===== src/rtl/mcd_wram_arbiter_if.sv =====
// Requester and RAM-side signal bundle for the sub-side word RAM arbiter.
// The slave modport is the arbiter's view; the master modport is its environment.
interface mcd_wram_arbiter_if;
   logic        wram_mode;
   logic        wram_for_sub;
   logic        s_req, d_req, a_req;
   logic [16:0] s_addr, d_addr, a_addr;
   logic        s_we, d_we, a_we;
   logic [1:0]  s_be;
   logic [15:0] s_din, d_din, a_din;
   logic        s_ack, d_ack, a_ack;
   logic [15:0] rdata;
   logic [16:0] ram_addr;
   logic [15:0] ram_din;
   logic [1:0]  ram_we;
   logic        ram_oe;
   logic [15:0] ram_dout;
   logic        busy;

   modport slave (
      input  wram_mode, wram_for_sub,
      input  s_req, d_req, a_req, s_addr, d_addr, a_addr,
      input  s_we, d_we, a_we, s_be, s_din, d_din, a_din,
      output s_ack, d_ack, a_ack, rdata,
      output ram_addr, ram_din, ram_we, ram_oe, busy,
      input  ram_dout
   );

   modport master (
      output wram_mode, wram_for_sub,
      output s_req, d_req, a_req, s_addr, d_addr, a_addr,
      output s_we, d_we, a_we, s_be, s_din, d_din, a_din,
      input  s_ack, d_ack, a_ack, rdata,
      input  ram_addr, ram_din, ram_we, ram_oe, busy,
      output ram_dout
   );
endinterface


===== src/rtl/mcd_wram_arbiter.sv =====
// Single-port scheduler sharing the 2M word RAM between sub-CPU, CDC DMA and rotation ASIC.
// One word access at a time: grant, RAM_LAT access cycles, one-cycle ack.
module mcd_wram_arbiter #(
   parameter int RAM_LAT    = 3,
   parameter int STARVE_MAX = 4
) (
   input  logic              clk_asic,
   input  logic              rst,
   mcd_wram_arbiter_if.slave bus
);
   typedef enum logic [1:0] {ST_IDLE, ST_ACC, ST_ACK} state_t;
   typedef enum logic [1:0] {REQ_NONE, REQ_S, REQ_D, REQ_A} req_t;

   state_t      state_q, state_d;
   req_t        owner_q, owner_d, win;
   logic [2:0]  lat_cnt_q, lat_cnt_d;
   logic [3:0]  starve_q, starve_d;
   logic [16:0] ram_addr_q, ram_addr_d;
   logic [15:0] ram_din_q, ram_din_d;
   logic [15:0] rdata_q, rdata_d;
   logic [1:0]  ram_we_q, ram_we_d;
   logic        ram_oe_q, ram_oe_d;
   logic        busy_q, busy_d;
   logic [2:0]  ack_q, ack_d;   // {s, d, a}
   logic        open;

   assign open = !bus.wram_mode && bus.wram_for_sub;

   // A starved ASIC jumps the queue; otherwise fixed S > D > A.
   always_comb begin
      win = REQ_NONE;
      if (bus.a_req && (starve_q == 4'(STARVE_MAX))) win = REQ_A;
      else if (bus.s_req)                            win = REQ_S;
      else if (bus.d_req)                            win = REQ_D;
      else if (bus.a_req)                            win = REQ_A;
   end

   always_comb begin
      state_d    = state_q;
      owner_d    = owner_q;
      lat_cnt_d  = lat_cnt_q;
      starve_d   = starve_q;
      ram_addr_d = ram_addr_q;
      ram_din_d  = ram_din_q;
      rdata_d    = rdata_q;
      ram_we_d   = ram_we_q;
      ram_oe_d   = ram_oe_q;
      busy_d     = busy_q;
      ack_d      = 3'b000;

      case (state_q)
         ST_IDLE: begin
            if (open && (win != REQ_NONE)) begin
               owner_d   = win;
               lat_cnt_d = 3'(RAM_LAT - 1);
               busy_d    = 1'b1;
               state_d   = ST_ACC;
               case (win)
                  REQ_S: begin
                     ram_addr_d = bus.s_addr;
                     ram_din_d  = bus.s_din;
                     ram_oe_d   = !bus.s_we;
                     ram_we_d   = bus.s_we ? bus.s_be : 2'b00;
                  end
                  REQ_D: begin
                     ram_addr_d = bus.d_addr;
                     ram_din_d  = bus.d_din;
                     ram_oe_d   = !bus.d_we;
                     ram_we_d   = bus.d_we ? 2'b11 : 2'b00;
                  end
                  default: begin
                     ram_addr_d = bus.a_addr;
                     ram_din_d  = bus.a_din;
                     ram_oe_d   = !bus.a_we;
                     ram_we_d   = bus.a_we ? 2'b11 : 2'b00;
                  end
               endcase
               if (bus.a_req) begin
                  if (win == REQ_A)          starve_d = 4'd0;
                  else if (starve_q != 4'hF) starve_d = starve_q + 4'd1;
               end
            end
         end
         ST_ACC: begin
            if (lat_cnt_q == 3'd0) begin
               if (ram_oe_q) rdata_d = bus.ram_dout;
               ram_oe_d = 1'b0;
               ram_we_d = 2'b00;
               busy_d   = 1'b0;
               state_d  = ST_ACK;
               case (owner_q)
                  REQ_S:   ack_d = 3'b100;
                  REQ_D:   ack_d = 3'b010;
                  REQ_A:   ack_d = 3'b001;
                  default: ack_d = 3'b000;
               endcase
            end else begin
               lat_cnt_d = lat_cnt_q - 3'd1;
            end
         end
         ST_ACK: begin
            owner_d = REQ_NONE;
            state_d = ST_IDLE;
         end
         default: state_d = ST_IDLE;
      endcase

      if (!bus.a_req) starve_d = 4'd0;
   end

   always_ff @(posedge clk_asic) begin
      if (rst) begin
         state_q    <= ST_IDLE;
         owner_q    <= REQ_NONE;
         lat_cnt_q  <= 3'd0;
         starve_q   <= 4'd0;
         ram_addr_q <= 17'd0;
         ram_din_q  <= 16'd0;
         rdata_q    <= 16'd0;
         ram_we_q   <= 2'b00;
         ram_oe_q   <= 1'b0;
         busy_q     <= 1'b0;
         ack_q      <= 3'b000;
      end else begin
         state_q    <= state_d;
         owner_q    <= owner_d;
         lat_cnt_q  <= lat_cnt_d;
         starve_q   <= starve_d;
         ram_addr_q <= ram_addr_d;
         ram_din_q  <= ram_din_d;
         rdata_q    <= rdata_d;
         ram_we_q   <= ram_we_d;
         ram_oe_q   <= ram_oe_d;
         busy_q     <= busy_d;
         ack_q      <= ack_d;
      end
   end

   assign bus.s_ack    = ack_q[2];
   assign bus.d_ack    = ack_q[1];
   assign bus.a_ack    = ack_q[0];
   assign bus.rdata    = rdata_q;
   assign bus.ram_addr = ram_addr_q;
   assign bus.ram_din  = ram_din_q;
   assign bus.ram_we   = ram_we_q;
   assign bus.ram_oe   = ram_oe_q;
   assign bus.busy     = busy_q;
endmodule


===== src/flat_wrapper.sv =====
// flat-port wrapper written by rule: the top's interface ports become plain ports
module mcd_wram_arbiter_flat 
#(
   parameter int RAM_LAT    = 3,
   parameter int STARVE_MAX = 4
)
  (clk_asic, rst, bus_wram_mode, bus_wram_for_sub, bus_s_req, bus_d_req, bus_a_req, bus_s_addr, bus_d_addr, bus_a_addr, bus_s_we, bus_d_we, bus_a_we, bus_s_be, bus_s_din, bus_d_din, bus_a_din, bus_s_ack, bus_d_ack, bus_a_ack, bus_rdata, bus_ram_addr, bus_ram_din, bus_ram_we, bus_ram_oe, bus_busy, bus_ram_dout);
  mcd_wram_arbiter_if bus_i ();
  input  logic clk_asic;
  input  logic rst;
  input wire logic [$bits(bus_i.wram_mode)-1:0] bus_wram_mode;
  input wire logic [$bits(bus_i.wram_for_sub)-1:0] bus_wram_for_sub;
  input wire logic [$bits(bus_i.s_req)-1:0] bus_s_req;
  input wire logic [$bits(bus_i.d_req)-1:0] bus_d_req;
  input wire logic [$bits(bus_i.a_req)-1:0] bus_a_req;
  input wire logic [$bits(bus_i.s_addr)-1:0] bus_s_addr;
  input wire logic [$bits(bus_i.d_addr)-1:0] bus_d_addr;
  input wire logic [$bits(bus_i.a_addr)-1:0] bus_a_addr;
  input wire logic [$bits(bus_i.s_we)-1:0] bus_s_we;
  input wire logic [$bits(bus_i.d_we)-1:0] bus_d_we;
  input wire logic [$bits(bus_i.a_we)-1:0] bus_a_we;
  input wire logic [$bits(bus_i.s_be)-1:0] bus_s_be;
  input wire logic [$bits(bus_i.s_din)-1:0] bus_s_din;
  input wire logic [$bits(bus_i.d_din)-1:0] bus_d_din;
  input wire logic [$bits(bus_i.a_din)-1:0] bus_a_din;
  output wire logic [$bits(bus_i.s_ack)-1:0] bus_s_ack;
  output wire logic [$bits(bus_i.d_ack)-1:0] bus_d_ack;
  output wire logic [$bits(bus_i.a_ack)-1:0] bus_a_ack;
  output wire logic [$bits(bus_i.rdata)-1:0] bus_rdata;
  output wire logic [$bits(bus_i.ram_addr)-1:0] bus_ram_addr;
  output wire logic [$bits(bus_i.ram_din)-1:0] bus_ram_din;
  output wire logic [$bits(bus_i.ram_we)-1:0] bus_ram_we;
  output wire logic [$bits(bus_i.ram_oe)-1:0] bus_ram_oe;
  output wire logic [$bits(bus_i.busy)-1:0] bus_busy;
  input wire logic [$bits(bus_i.ram_dout)-1:0] bus_ram_dout;
  assign bus_i.wram_mode = bus_wram_mode;
  assign bus_i.wram_for_sub = bus_wram_for_sub;
  assign bus_i.s_req = bus_s_req;
  assign bus_i.d_req = bus_d_req;
  assign bus_i.a_req = bus_a_req;
  assign bus_i.s_addr = bus_s_addr;
  assign bus_i.d_addr = bus_d_addr;
  assign bus_i.a_addr = bus_a_addr;
  assign bus_i.s_we = bus_s_we;
  assign bus_i.d_we = bus_d_we;
  assign bus_i.a_we = bus_a_we;
  assign bus_i.s_be = bus_s_be;
  assign bus_i.s_din = bus_s_din;
  assign bus_i.d_din = bus_d_din;
  assign bus_i.a_din = bus_a_din;
  assign bus_s_ack = bus_i.s_ack;
  assign bus_d_ack = bus_i.d_ack;
  assign bus_a_ack = bus_i.a_ack;
  assign bus_rdata = bus_i.rdata;
  assign bus_ram_addr = bus_i.ram_addr;
  assign bus_ram_din = bus_i.ram_din;
  assign bus_ram_we = bus_i.ram_we;
  assign bus_ram_oe = bus_i.ram_oe;
  assign bus_busy = bus_i.busy;
  assign bus_i.ram_dout = bus_ram_dout;
  mcd_wram_arbiter #(.RAM_LAT(RAM_LAT), .STARVE_MAX(STARVE_MAX)) u_core (.clk_asic(clk_asic), .rst(rst), .bus(bus_i));
endmodule

===== config.mk =====
export PLATFORM = sky130hd
export DESIGN_NAME = mcd_wram_arbiter_flat
export DESIGN_NICKNAME = d
export VERILOG_FILES = /design/src/rtl/mcd_wram_arbiter_if.sv /design/src/rtl/mcd_wram_arbiter.sv /design/src/flat_wrapper.sv
export SDC_FILE = /design/constraint.sdc
export NUM_CORES = 1
export LEC_CHECK = 0
export BUFFER_PORTS_ARGS = -buffer_cell sky130_fd_sc_hd__buf_2
export CELL_PAD_IN_SITES_DETAIL_PLACEMENT = 1
export CELL_PAD_IN_SITES_GLOBAL_PLACEMENT = 2
export CORE_AREA = 5 5 119 121
export CTS_CLUSTER_DIAMETER = 80
export DETAILED_ROUTE_END_ITERATION = 7
export DIE_AREA = 0 0 124 126
export GPL_TIMING_DRIVEN = 0
export PLACE_DENSITY_LB_ADDON = 0.1
export SLEW_MARGIN = 20
export SYNTH_ARGS = -nofsm -noshare
export SYNTH_HDL_FRONTEND = slang
export SYNTH_SLANG_ARGS = --single-unit

===== constraint.sdc =====
create_clock -name clk_asic -period 3.72 [get_ports clk_asic]
set_input_delay 0.558 -clock clk_asic [delete_from_list [all_inputs] [get_ports clk_asic]]
set_output_delay 0.558 -clock clk_asic [all_outputs]
set_load 0.05 [all_outputs]

# Word level (Yosys, flattened, before mapping)
# Index checks and enable logic that the tools add are counted.
[classes]
n_addsub = 2
eq_ne = 13
mux = 30
bitwise_logic = 3
n_reduce_logical = 22
[op_table]
columns = ["cell", "count"]
rows = [
  ["17-bit case mux with 2 select lines", 1],
  ["16-bit case mux with 2 select lines", 1],
  ["2-bit two-way mux", 12],
  ["2-bit case mux with 2 select lines", 4],
  ["3-bit AND reduction", 4],
  ["2-bit == test, second input constant", 5],
  ["3-bit case mux with 3 select lines", 1],
  ["4-bit two-way mux", 2],
  ["2-bit nonzero test", 4],
  ["2-bit by 1-bit == test with 1-bit output, second input constant", 3],
  ["3-bit two-way mux", 2],
  ["1-bit case mux with 2 select lines", 3],
  ["3-bit case mux with 2 select lines", 1],
  ["2-bit AND reduction", 3],
  ["4-bit by 1-bit adder with 4-bit output, second input constant", 1],
  ["4-bit by 3-bit == test with 1-bit output, second input constant", 1],
  ["1-bit zero test", 4],
  ["2-bit by 1-bit != test with 1-bit output, second input constant", 2],
  ["4-bit != test, second input constant", 1],
  ["1-bit logical AND", 3],
  ["3-bit zero test", 1],
  ["1-bit two-way mux", 3],
  ["1-bit inverter", 3],
  ["3-bit OR reduction", 1],
  ["other kinds (4)", 4],
]
[totals]
reg_bits = 67
inputBits = 127
output_inout_bits = 56
wordCells = 81

# Depth between registers and ports, before layout
# Gate-level depths: netlist of the first run.
[logic_depth]
depth_word = 8
mapped_depth = 11
depth_no_buf = 10

# Worst setup path before layout of the first run
# Ideal clock, no wire load.
[synth_path]
path_kind = "input to register"
from = "input bus_a_req"
to = "register u_core.ram_oe_q, in the netlist u_core.bus.ram_oe"
setup_time_ns = 0.117
arrival_ns = 1.978
t_required_ns = 3.603
setup_slack_ns = 1.624
cell_stages = 8
path_buffers = 2
cell_sequence = "nor2_1 o21ai_0 ha_1 clkbuf_1 clkbuf_1 a221oi_1 a21oi_1 a32o_1"
[synth_between]
elab_chain_cells = 8
elab_cells_between_ends = 14
classes_between = "eq/ne: 3; mux: 7; reduce/logical: 4"
[synth_lines]
columns = ["item", "line_no", "source"]
rows = [
  ["start, declared", "flat_wrapper.sv:15", "input wire logic [$bits(bus_i.a_req)-1:0] bus_a_req;"],
  ["2-bit two-way mux", "mcd_wram_arbiter.sv:35", "else if (bus.a_req) win = REQ_A;"],
  ["2-bit two-way mux", "mcd_wram_arbiter.sv:34", "else if (bus.d_req) win = REQ_D;"],
  ["2-bit two-way mux", "mcd_wram_arbiter.sv:33", "else if (bus.s_req) win = REQ_S;"],
  ["2-bit two-way mux (*)", "mcd_wram_arbiter.sv:32", "if (bus.a_req && (starve_q == 4'(STARVE_MAX))) win = REQ_A;"],
  ["2-bit == test, or another cell as far along", "mcd_wram_arbiter.sv:58", "case (win)"],
  ["1-bit case mux with 2 select lines or 1-bit logical AND (tied branches)", "mcd_wram_arbiter.sv:58, mcd_wram_arbiter.sv:53", ""],
  ["1-bit two-way mux or 2-bit by 1-bit != test with 1-bit output (tied branches)", "n/a", ""],
  ["1-bit case mux with 2 select lines or 3-bit AND reduction (tied branches)", "n/a", ""],
  ["end signal, assigned", "mcd_wram_arbiter.sv:133", "ram_oe_q <= ram_oe_d;"],
  ["end, declared", "mcd_wram_arbiter.sv:22", "logic ram_oe_q, ram_oe_d;"],
]
# Mark *: on every way between the ends. The rest lies on a longest branch, timed or not. The select of a mux whose other input is x is not followed.
# A chain may end at the register's enable or synchronous reset.

# Worst setup path in the final report of the first run
[layout_path]
from = "register u_core.starve_q[0]"
to = "register u_core.ram_we_q[0], in the netlist u_core.bus.ram_we[0]"
[layout_between]
elab_chain_cells = 7
elab_cells_between_ends = 12
classes_between = "eq/ne: 4; mux: 4; reduce/logical: 4"
[layout_lines]
columns = ["item", "line_no", "source"]
rows = [
  ["start, declared", "mcd_wram_arbiter.sv:17", "logic [3:0] starve_q, starve_d;"],
  ["start signal, assigned", "mcd_wram_arbiter.sv:128", "starve_q <= starve_d;"],
  ["4-bit by 3-bit == test with 1-bit output (*)", "mcd_wram_arbiter.sv:32", ""],
  ["1-bit logical AND (*)", "mcd_wram_arbiter.sv:32", ""],
  ["2-bit two-way mux (*)", "mcd_wram_arbiter.sv:32", ""],
  ["2-bit == test, or another cell as far along", "mcd_wram_arbiter.sv:58", ""],
  ["2-bit case mux with 2 select lines or 1-bit logical AND (tied branches)", "mcd_wram_arbiter.sv:58, mcd_wram_arbiter.sv:53", ""],
  ["2-bit two-way mux or 2-bit by 1-bit != test with 1-bit output (tied branches)", "n/a", ""],
  ["2-bit case mux with 2 select lines or 3-bit AND reduction (tied branches)", "n/a", ""],
  ["end signal, assigned", "mcd_wram_arbiter.sv:132", "ram_we_q <= ram_we_d;"],
  ["end, declared", "mcd_wram_arbiter.sv:21", "logic [1:0] ram_we_q, ram_we_d;"],
]
# Marked as above.

==> impl_metrics.toml, run 1 <==
[route]
met1_length_mm = 5.10
drc = 0
routed_wl_mm = 11.7
drtAntennaViolNets = 0
first_pass_iters = 4
dr_wl_met2_mm = 5.46
top_layer = "met5"
drt_iter0_markers = 107
met3_length_microns = 908
vias = 3382
wire_per_inst_microns = 15.8
viasPerCell = 4.56

[clocking]
cts_setup_buffers = 0
cts_root_buffer = "clkbuf_16"
postCtsHoldBufs = 0
cts_buffers = 9
clock_sinks = 67
cts_max_level = 3
clockBufferDepth = 2
cts_tree = "done"
cts_resized = 0
clk_pin_slew_ns = 0.05
clk_latency_ns = 0.33

[worst_setup_path]
r2r_cells = 10
path_class = "reg -> reg"
crit_end = "u_core.bus.ram_we[0]"
cp.arrival_ns = 2.88
rr_startpoint = "u_core.starve_q[0]"
startpoint = "u_core.starve_q[0]"
cp.required_ns = 4.00
cp_max_fo = 10
start_kind = "register"
crit_path_end_kind = "register"
ff2ff_setup_slack_ns = 1.12
r2r-end = "u_core.bus.ram_we[0]"

[global_routing]
first_global_vias = 3534
grt_max_degree = 11
antenna_found_initial = 3
grt_pass1_wl_mm = 18.1
grt_use_total_pct = 15.0
grt-ovfl-total = 0

[sta]
worst_pin_slew_ns = 0.613
clock_skew_ns = 0.0108
finalSetupViolations = 0
period_minus_slack_ns = 2.60
hold_viol_final = 0
tns_ns = 0
drv_slew = 0
max_freq_ghz = 0.385
fin_crit_sh_pct = 69.9
maxSlewHeadroom_pct = 58.7
rsz0062_at_grt = "no"
finalWorstSetupSlack_ns = 1.12
whs_ns = 0.449

[synthesis]
ys_warn_count = 0
async_flop_share_pct = 0
synth_nets = 500
ys_types = 42
syn_avg_cell_area_sq_um = 8.73
syn_inst = 365
synth.top_cells.by_area = "dfxtp_1, a22o_1, nand2_1"
ys_seq_elements = 67
synthFlopType = "dfxtp_1"
netlist_area_sq_mm = 0.00319
synth-seq-area-share_pct = 42.1
synth_top_cell_by_area = "dfxtp_1"
synth_edf_count = 0
synth_top_area_share_pct = 42.1

[placement]
gp_congestion = 0.733
dp_hpwl_mm = 9.36
place_ws_ns = 0.909
numPortBuffers = 182

[power_and_ir_drop]
leakagePower_nw = 2.19
ir_drop_mv = 0.184
p_per_area_mw_per_mm2 = 434
finalPower_mw = 2.01

[hold_path]
holdPathStages = 2
hold_class = "reg -> reg"

[final_layout]
fin_util_pct = 35.7
drive_above_1_share_pct = 39.4
final_common_cell = "buf_2"
area_growth_pct = 45.3
nets = 693
final_cell_mix = "buf_2, nand2_1, dfxtp_1"

[die]
fp-row-count = 42
ios = 183
die-area_sq_mm = 0.0156
coreArea_sq_mm = 0.0130
die_w_microns = 124
start_util_pct = 24.6
die_h_microns = 126

[run_status]
status = "finished, final reports clean"

[run]
cap_viol_max_count = 0
-- critical path, cell delays in order, from the launching register on --
cell	delay [ns]
dfxtp_1	0.38
inv_1	0.06
ha_1	0.19
nand4b_1	0.10
o21ai_0	0.25
ha_1	0.37
clkbuf_1	0.26
clkbuf_1	0.47
a21oi_1	0.13
a21oi_1	0.19
a22o_1	0.15
-- cell usage after synthesis, types with 2 or more instances --
master    instances
a21oi_1          25
a22o_1           32
a22o_2            2
a22oi_1          33
a31oi_1           3
and2_1            2
and2b_2           2
and3_1            2
buf_1             2
buf_2             4
buf_4             3
buf_6             3
buf_8             3
clkbuf_1         14
dfxtp_1          67
ha_1              8
inv_1            12
mux2i_1           3
nand2_1          70
nand2b_1          4
nand3_1           4
nand4b_1          2
nor2_1           10
nor3_1            4
o21ai_0          34
-- per-layer routing --
metal / vias up / GRT usage (%)
met3: 16 / 4.71
met2: 112 / 23.9
li1: 1697 / -
met5: - / 0
met1: 1555 / 18.5
met4: 2 / 6.31
-- cells by family after synthesis --
logic type | count (synthesis) | share of synthesized area [%]
simple gates | 109 | 17.0
buf+inv | 41 | 7.11
mux | 4 | 1.41
flops | 67 | 42.1
compound gates | 135 | 29.0
fa+ha+maj | 8 | 3.14
xor+xnor | 1 | 0.275
-- power breakdown --
group | total, mW | internal [mW] | switching [mW]
registers | 0.758 | 0.743 | 0.0147
clock network | 0.879 | 0.575 | 0.304
logic | 0.374 | 0.139 | 0.235
total | 2.01 | 1.46 | 0.554
-- state kept, by name, summed over array words and instances, names as in the netlist --
signal               count
u_core.ack_q             3
u_core.bus.busy          1
u_core.bus.ram_addr     17
u_core.bus.ram_din      16
u_core.bus.ram_oe        1
u_core.bus.ram_we        2
u_core.bus.rdata        16
u_core.lat_cnt_q         3
u_core.owner_q           2
u_core.starve_q          4
u_core.state_q           2
-- worst min-delay path by stage --
stage / endpoint / start / slack (ns)
3_3_place_gp: u_core.bus.rdata[14] / u_core.bus.rdata[14] / 0.44
4_1_cts: u_core.bus.rdata[0] / bus_ram_dout[0] / 0.45
3_5_place_dp: u_core.bus.rdata[9] / u_core.bus.rdata[9] / 0.45
5_1_grt: u_core.bus.rdata[11] / bus_ram_dout[11] / 0.47
2_1_floorplan: u_core.ack_q[2] / u_core.owner_q[1] / 0.42
6_report: u_core.bus.rdata[13] / u_core.bus.rdata[13] / 0.45
-- through the flow --
step / instance area [sq um] / std cells
after global routing: 4630 / 741
final: 4630 / 741
after floorplan: 3190 / 365
after detailed placement: 4320 / 723
after CTS: 4630 / 739
after global placement: 4320 / 723
-- layout make-up --
| cell class | instances | area (sq um) |
|---|---|---|
| Fill cell | 1600 | 8350 |
| Multi-Input combinational cell | 257 | 1620 |
| Sequential cell | 67 | 1340 |
| Timing Repair Buffer | 182 | 911 |
| Clock buffer | 15 | 278 |
| Tap cell | 176 | 220 |
| Buffer | 29 | 181 |
| Inverter | 12 | 45.0 |
| Clock inverter | 1 | 30.0 |
| Antenna cell | 2 | 5.00 |
Power figures use the tool's default switching activity.
==> run 2, diff against run 1 <==
Settings changed: CORE_AREA 5 5 119 121 to 5 5 124 126, DIE_AREA 0 0 124 126 to 0 0 129 131.
Clock period 3.72 ns to 2.41 ns, I/O delays scaled along.
==> impl_metrics.toml, run 2 (same netlist as run 1, synthesis figures left out) <==
[sta]
maxSlewHeadroom_pct = 63.4
fin_crit_sh_pct = 93.3
finalSetupViolations = 0
worst_pin_slew_ns = 0.549
hold_viol_final = 0
max_freq_ghz = 0.445
period_minus_slack_ns = 2.25
drv_slew = 0
tns_ns = 0
clock_skew_ns = 0.00383
rsz0062_at_grt = "yes"

[final_layout]
fin_util_pct = 32.7
final_cell_mix = "buf_2, nand2_1, dfxtp_1"
nets = 693
final_common_cell = "buf_2"
largest_reg_flops = 17
area_growth_pct = 45.9
drive_above_1_share_pct = 43.3

[placement]
dp_hpwl_mm = 9.52
gp_congestion = 0.786
numPortBuffers = 182

[route]
vias = 3399
first_pass_iters = 4
drt_iter0_markers = 77
wire_per_inst_microns = 16.0
viasPerCell = 4.54
routed_wl_mm = 12.0
drc = 0
drtAntennaViolNets = 0

[worst_setup_path]
path_buf_inv = 4
ff2ff_setup_slack_ns = 0.16
path_class = "reg -> reg"
crit_path_end_kind = "register"
rr_startpoint = "u_core.starve_q[0]"
cp.arrival_ns = 2.47
slowest_delay_ns = 0.36
cp_slowest_cell = "dfxtp_2"
path_delay_family = "compound AO/OA/AOI/OAI gates"
cp_max_fo = 10
r2r-end = "u_core.bus.ram_din[8]"
r2r_cells = 11
cp.required_ns = 2.64
path_depth = 11
path_cells = "inv_1 -> ha_1 -> nand4b_1 -> and3b_2 -> inv_1 -> ha_1 -> buf_2 -> clkbuf_4 -> a22oi_1 -> o21ai_0 -> a22o_4"
start_kind = "register"

[hold_path]
min_to = "u_core.bus.rdata[10]"
hold_class = "in -> reg"
min-delay-start = "bus_ram_dout[10]"
holdPathStages = 3

[clocking]
cts_max_level = 3
cts_tree = "done"
postCtsHoldBufs = 0
clock_sinks = 67
cts_root_buffer = "clkbuf_16"
clk_pin_slew_ns = 0.06
clk_latency_ns = 0.33
cts_buffers = 9
clockBufferDepth = 2

[die]
start_util_pct = 22.4
die_h_microns = 131
fp-row-count = 44
coreArea_sq_mm = 0.0142
ios = 183
die_w_microns = 129
die-area_sq_mm = 0.0169

[power_and_ir_drop]
ir_drop_mv = 0.303
p_per_area_mw_per_mm2 = 643
leakagePower_nw = 2.23

[global_routing]
antenna_found_initial = 2
first_global_vias = 3633
grt_use_total_pct = 14.3
grt-ovfl-total = 0
grt_pass1_wl_mm = 18.7
grt_max_degree = 12

[run]
cap_viol_max_count = 0

[run_status]
status = "finished, final reports clean"
==> run 2: cell types whose count changed in the layout (fill, tap and decap cells not counted), sizes merged <==
cell,delta
buf,+5
bufinv,-1
clkinv,+4
diode,-1
clkbuf,-9
clkinvlp,+1
==> run 2: worst max path at each step <==
stage	start	to	slack, ns
4_1_cts	u_core.starve_q[0]	u_core.bus.ram_we[0]	0.03
6_report	u_core.starve_q[0]	u_core.bus.ram_din[8]	0.16
5_1_grt	u_core.starve_q[0]	u_core.bus.ram_addr[6]	-0.02
2_1_floorplan	u_core.starve_q[0]	u_core.bus.ram_din[8]	0.34
3_5_place_dp	u_core.starve_q[0]	u_core.bus.ram_we[0]	-0.32
3_3_place_gp	u_core.starve_q[0]	u_core.bus.ram_we[0]	-0.28
==> run 2: cell type report <==
| type | count | area [sq um] |
|---|---|---|
| diodes | 1 | 2.50 |
| plain buffers | 28 | 201 |
| clock buffers | 11 | 253 |
| clock inverters | 5 | 27.5 |
| fillers | 1736 | 9550 |
| inverters | 12 | 45.0 |
| multi-input cells | 257 | 1630 |
| flip-flops and latches | 67 | 1340 |
| well taps | 184 | 230 |
| repair buffers | 183 | 918 |
==> run 2: where the power goes <==
group | switching (mW) | internal [mW] | total, mW
logic | 0.367 | 0.226 | 0.593
clock network | 0.481 | 0.744 | 1.23
registers | 0.0221 | 1.15 | 1.17
==> run 2: repair_timing <==
item,CTS,global route
endpoints found under the hold margin,0,0
setup endpoints to repair,37,37
gates resized for setup,14,16
setup buffers,0,1
pin swaps,0,1
==> run 2: worst register-to-register path, delay by kind of cell (launching register included) <==
family / cells / cell delay, ns
adder cells (fa/ha/maj): 2 / 0.37
buffers and inverters: 4 / 0.51
AO/OA/AOI/OAI: 3 / 0.53
AND/OR/NAND/NOR: 2 / 0.38
flip-flops: 1 / 0.36
==> run 2: through the flow <==
step           instances  hold WS [ns]  setup WS (ns)  total power, mW  area, sq um
2_1_floorplan        365         0.421          0.344             1.55         3190
5_1_grt              748         0.282        -0.0196             3.15         4650
4_1_cts              747         0.255         0.0268             3.04         4630
3_5_place_dp         731         0.446         -0.321             1.79         4330
3_3_place_gp         731         0.441         -0.275             1.78         4330
6_report             748         0.273          0.162             2.99         4650
==> run 2: layer usage <==
metal	vias to the layer above	wire length, microns	global-route usage [%]
li1	1699	-	-
met1	1575	5260	17.7
met2	107	5640	23.6
met3	16	857	3.94
met4	2	230	5.74
met5	-	13	0
==> run 3, diff against run 2 <==
Clock period 2.41 ns to 2.5 ns, I/O delays scaled along.
==> impl_metrics.toml, run 3 (same netlist as run 1, synthesis figures left out) <==
[route]
dr_wl_met2_mm = 5.60
first_pass_iters = 4
wire_per_inst_microns = 16.0
met3_length_microns = 859
top_layer = "met5"
drt_iter0_markers = 90
vias = 3398
met1_length_mm = 5.25
drtAntennaViolNets = 0
drc = 0
routed_wl_mm = 12.0
viasPerCell = 4.54

[clocking]
clk_latency_ns = 0.33
postCtsHoldBufs = 0
cts_buffers = 9
clk_pin_slew_ns = 0.05
cts_tree = "done"
cts_root_buffer = "clkbuf_16"
cts_max_level = 3
cts_setup_buffers = 0
clockBufferDepth = 2
clock_sinks = 67

[die]
die_h_microns = 131
ios = 183
coreArea_sq_mm = 0.0142
die_w_microns = 129
start_util_pct = 22.4
die-area_sq_mm = 0.0169
fp-row-count = 44

[final_layout]
fin_area_sq_mm = 0.00463
n_fill_cell = 1736
final_common_cell = "buf_2"
nets = 693
final_cell_mix = "buf_2, nand2_1, dfxtp_1"
drive_above_1_share_pct = 42.6
area_growth_pct = 45.3
largest_reg_flops = 17
fin_util_pct = 32.6
fin_cells = 748

[hold_path]
min-delay-start = "bus_ram_dout[11]"
min_to = "u_core.bus.rdata[11]"
holdPathStages = 3
hold_class = "in -> reg"

[global_routing]
grt_use_total_pct = 14.3
grt_pass1_wl_mm = 18.7
antenna_found_initial = 2
grt-ovfl-total = 0
first_global_vias = 3627
grt_max_degree = 12

[sta]
finalSetupViolations = 0
clock_skew_ns = 0.00318
drv_slew = 0
max_freq_ghz = 0.427
whs_ns = 0.286
maxSlewHeadroom_pct = 63.7
fin_crit_sh_pct = 93.6
tns_ns = 0
worst_pin_slew_ns = 0.544
period_minus_slack_ns = 2.34
hold_viol_final = 0
finalWorstSetupSlack_ns = 0.161

[power_and_ir_drop]
pwr-share-clk_pct = 41.0
leakagePower_nw = 2.22
p_comb_share_pct = 19.7
p_switching_mw = 0.837
p_int_mw = 2.04
finalPower_mw = 2.87
p_per_area_mw_per_mm2 = 620
ir_drop_mv = 0.299
power_frac_seq_pct = 39.2
sw_frac_of_total_pct = 29.1

[placement]
place_ws_ns = -0.231
gp_congestion = 0.786
place_inst = 731
dp_hpwl_mm = 9.52
numPortBuffers = 182
dpl-instance-area_sq_mm = 0.00433

[worst_setup_path]
r2r_cells = 10
crit_path_end_kind = "register"
path_class = "reg -> reg"
rr_startpoint = "u_core.starve_q[0]"
cp.required_ns = 2.72
cp.arrival_ns = 2.56
cp_max_fo = 10
r2r-end = "u_core.bus.ram_oe"
ff2ff_setup_slack_ns = 0.16
start_kind = "register"

[run]
cap_viol_max_count = 0

[run_status]
status = "finished, final reports clean"
==> run 3: worst max-delay path, stage by stage (launching register included) <==
cell	delay (ns)
dfxtp_1	0.38
inv_1	0.06
ha_1	0.20
nand4b_1	0.13
and3b_2	0.26
ha_1	0.24
clkbuf_1	0.18
buf_2	0.24
a221oi_1	0.23
a21oi_1	0.09
a32o_1	0.22
==> run 3: layer usage <==
metal	up-vias	track usage (%)
li1	1698	-
met5	-	0
met4	2	5.74
met3	16	3.94
met2	107	23.6
met1	1575	17.7
==> run 3: layout make-up <==
cell class	instances	area, sq um	share of cell area [%]
diodes	1	2.50	0.0540
plain buffers	29	198	4.27
well taps	184	230	4.97
flip-flops and latches	67	1340	29.0
repair buffers	182	911	19.7
clock buffers	11	253	5.46
inverters	12	45.0	0.972
multi-input cells	257	1620	35.1
clock inverters	5	27.5	0.594
==> run 3: how the worst max path moves through the flow <==
stage	start	endpoint	slack, ns	cells past startpoint
finish	u_core.starve_q[0]	u_core.bus.ram_oe	0.16	10
global route	u_core.starve_q[0]	u_core.bus.ram_we[0]	-0.007	10
CTS	u_core.starve_q[0]	u_core.bus.ram_we[0]	0.02	10
detailed placement	u_core.starve_q[0]	u_core.bus.ram_we[0]	-0.23	9
global placement	u_core.starve_q[0]	u_core.bus.ram_we[0]	-0.19	9
floorplan	u_core.starve_q[0]	u_core.bus.ram_din[8]	0.43	11
==> run 3: power by group through the flow <==
stage	sequential (mW)	clock (mW)	combinational [mW]
2_1_floorplan	1.25	0	0.240
3_3_place_gp	1.15	0	0.567
3_5_place_dp	1.15	0	0.573
4_1_cts	1.13	1.23	0.578
5_1_grt	1.13	1.27	0.629
6_report	1.13	1.18	0.567
==> run 3: what timing repair did <==
action / 4_1_cts / 5_1_grt
endpoints found under the setup margin: 36 / 29
gates resized for setup: 11 / 11
cloned: 0 / 0
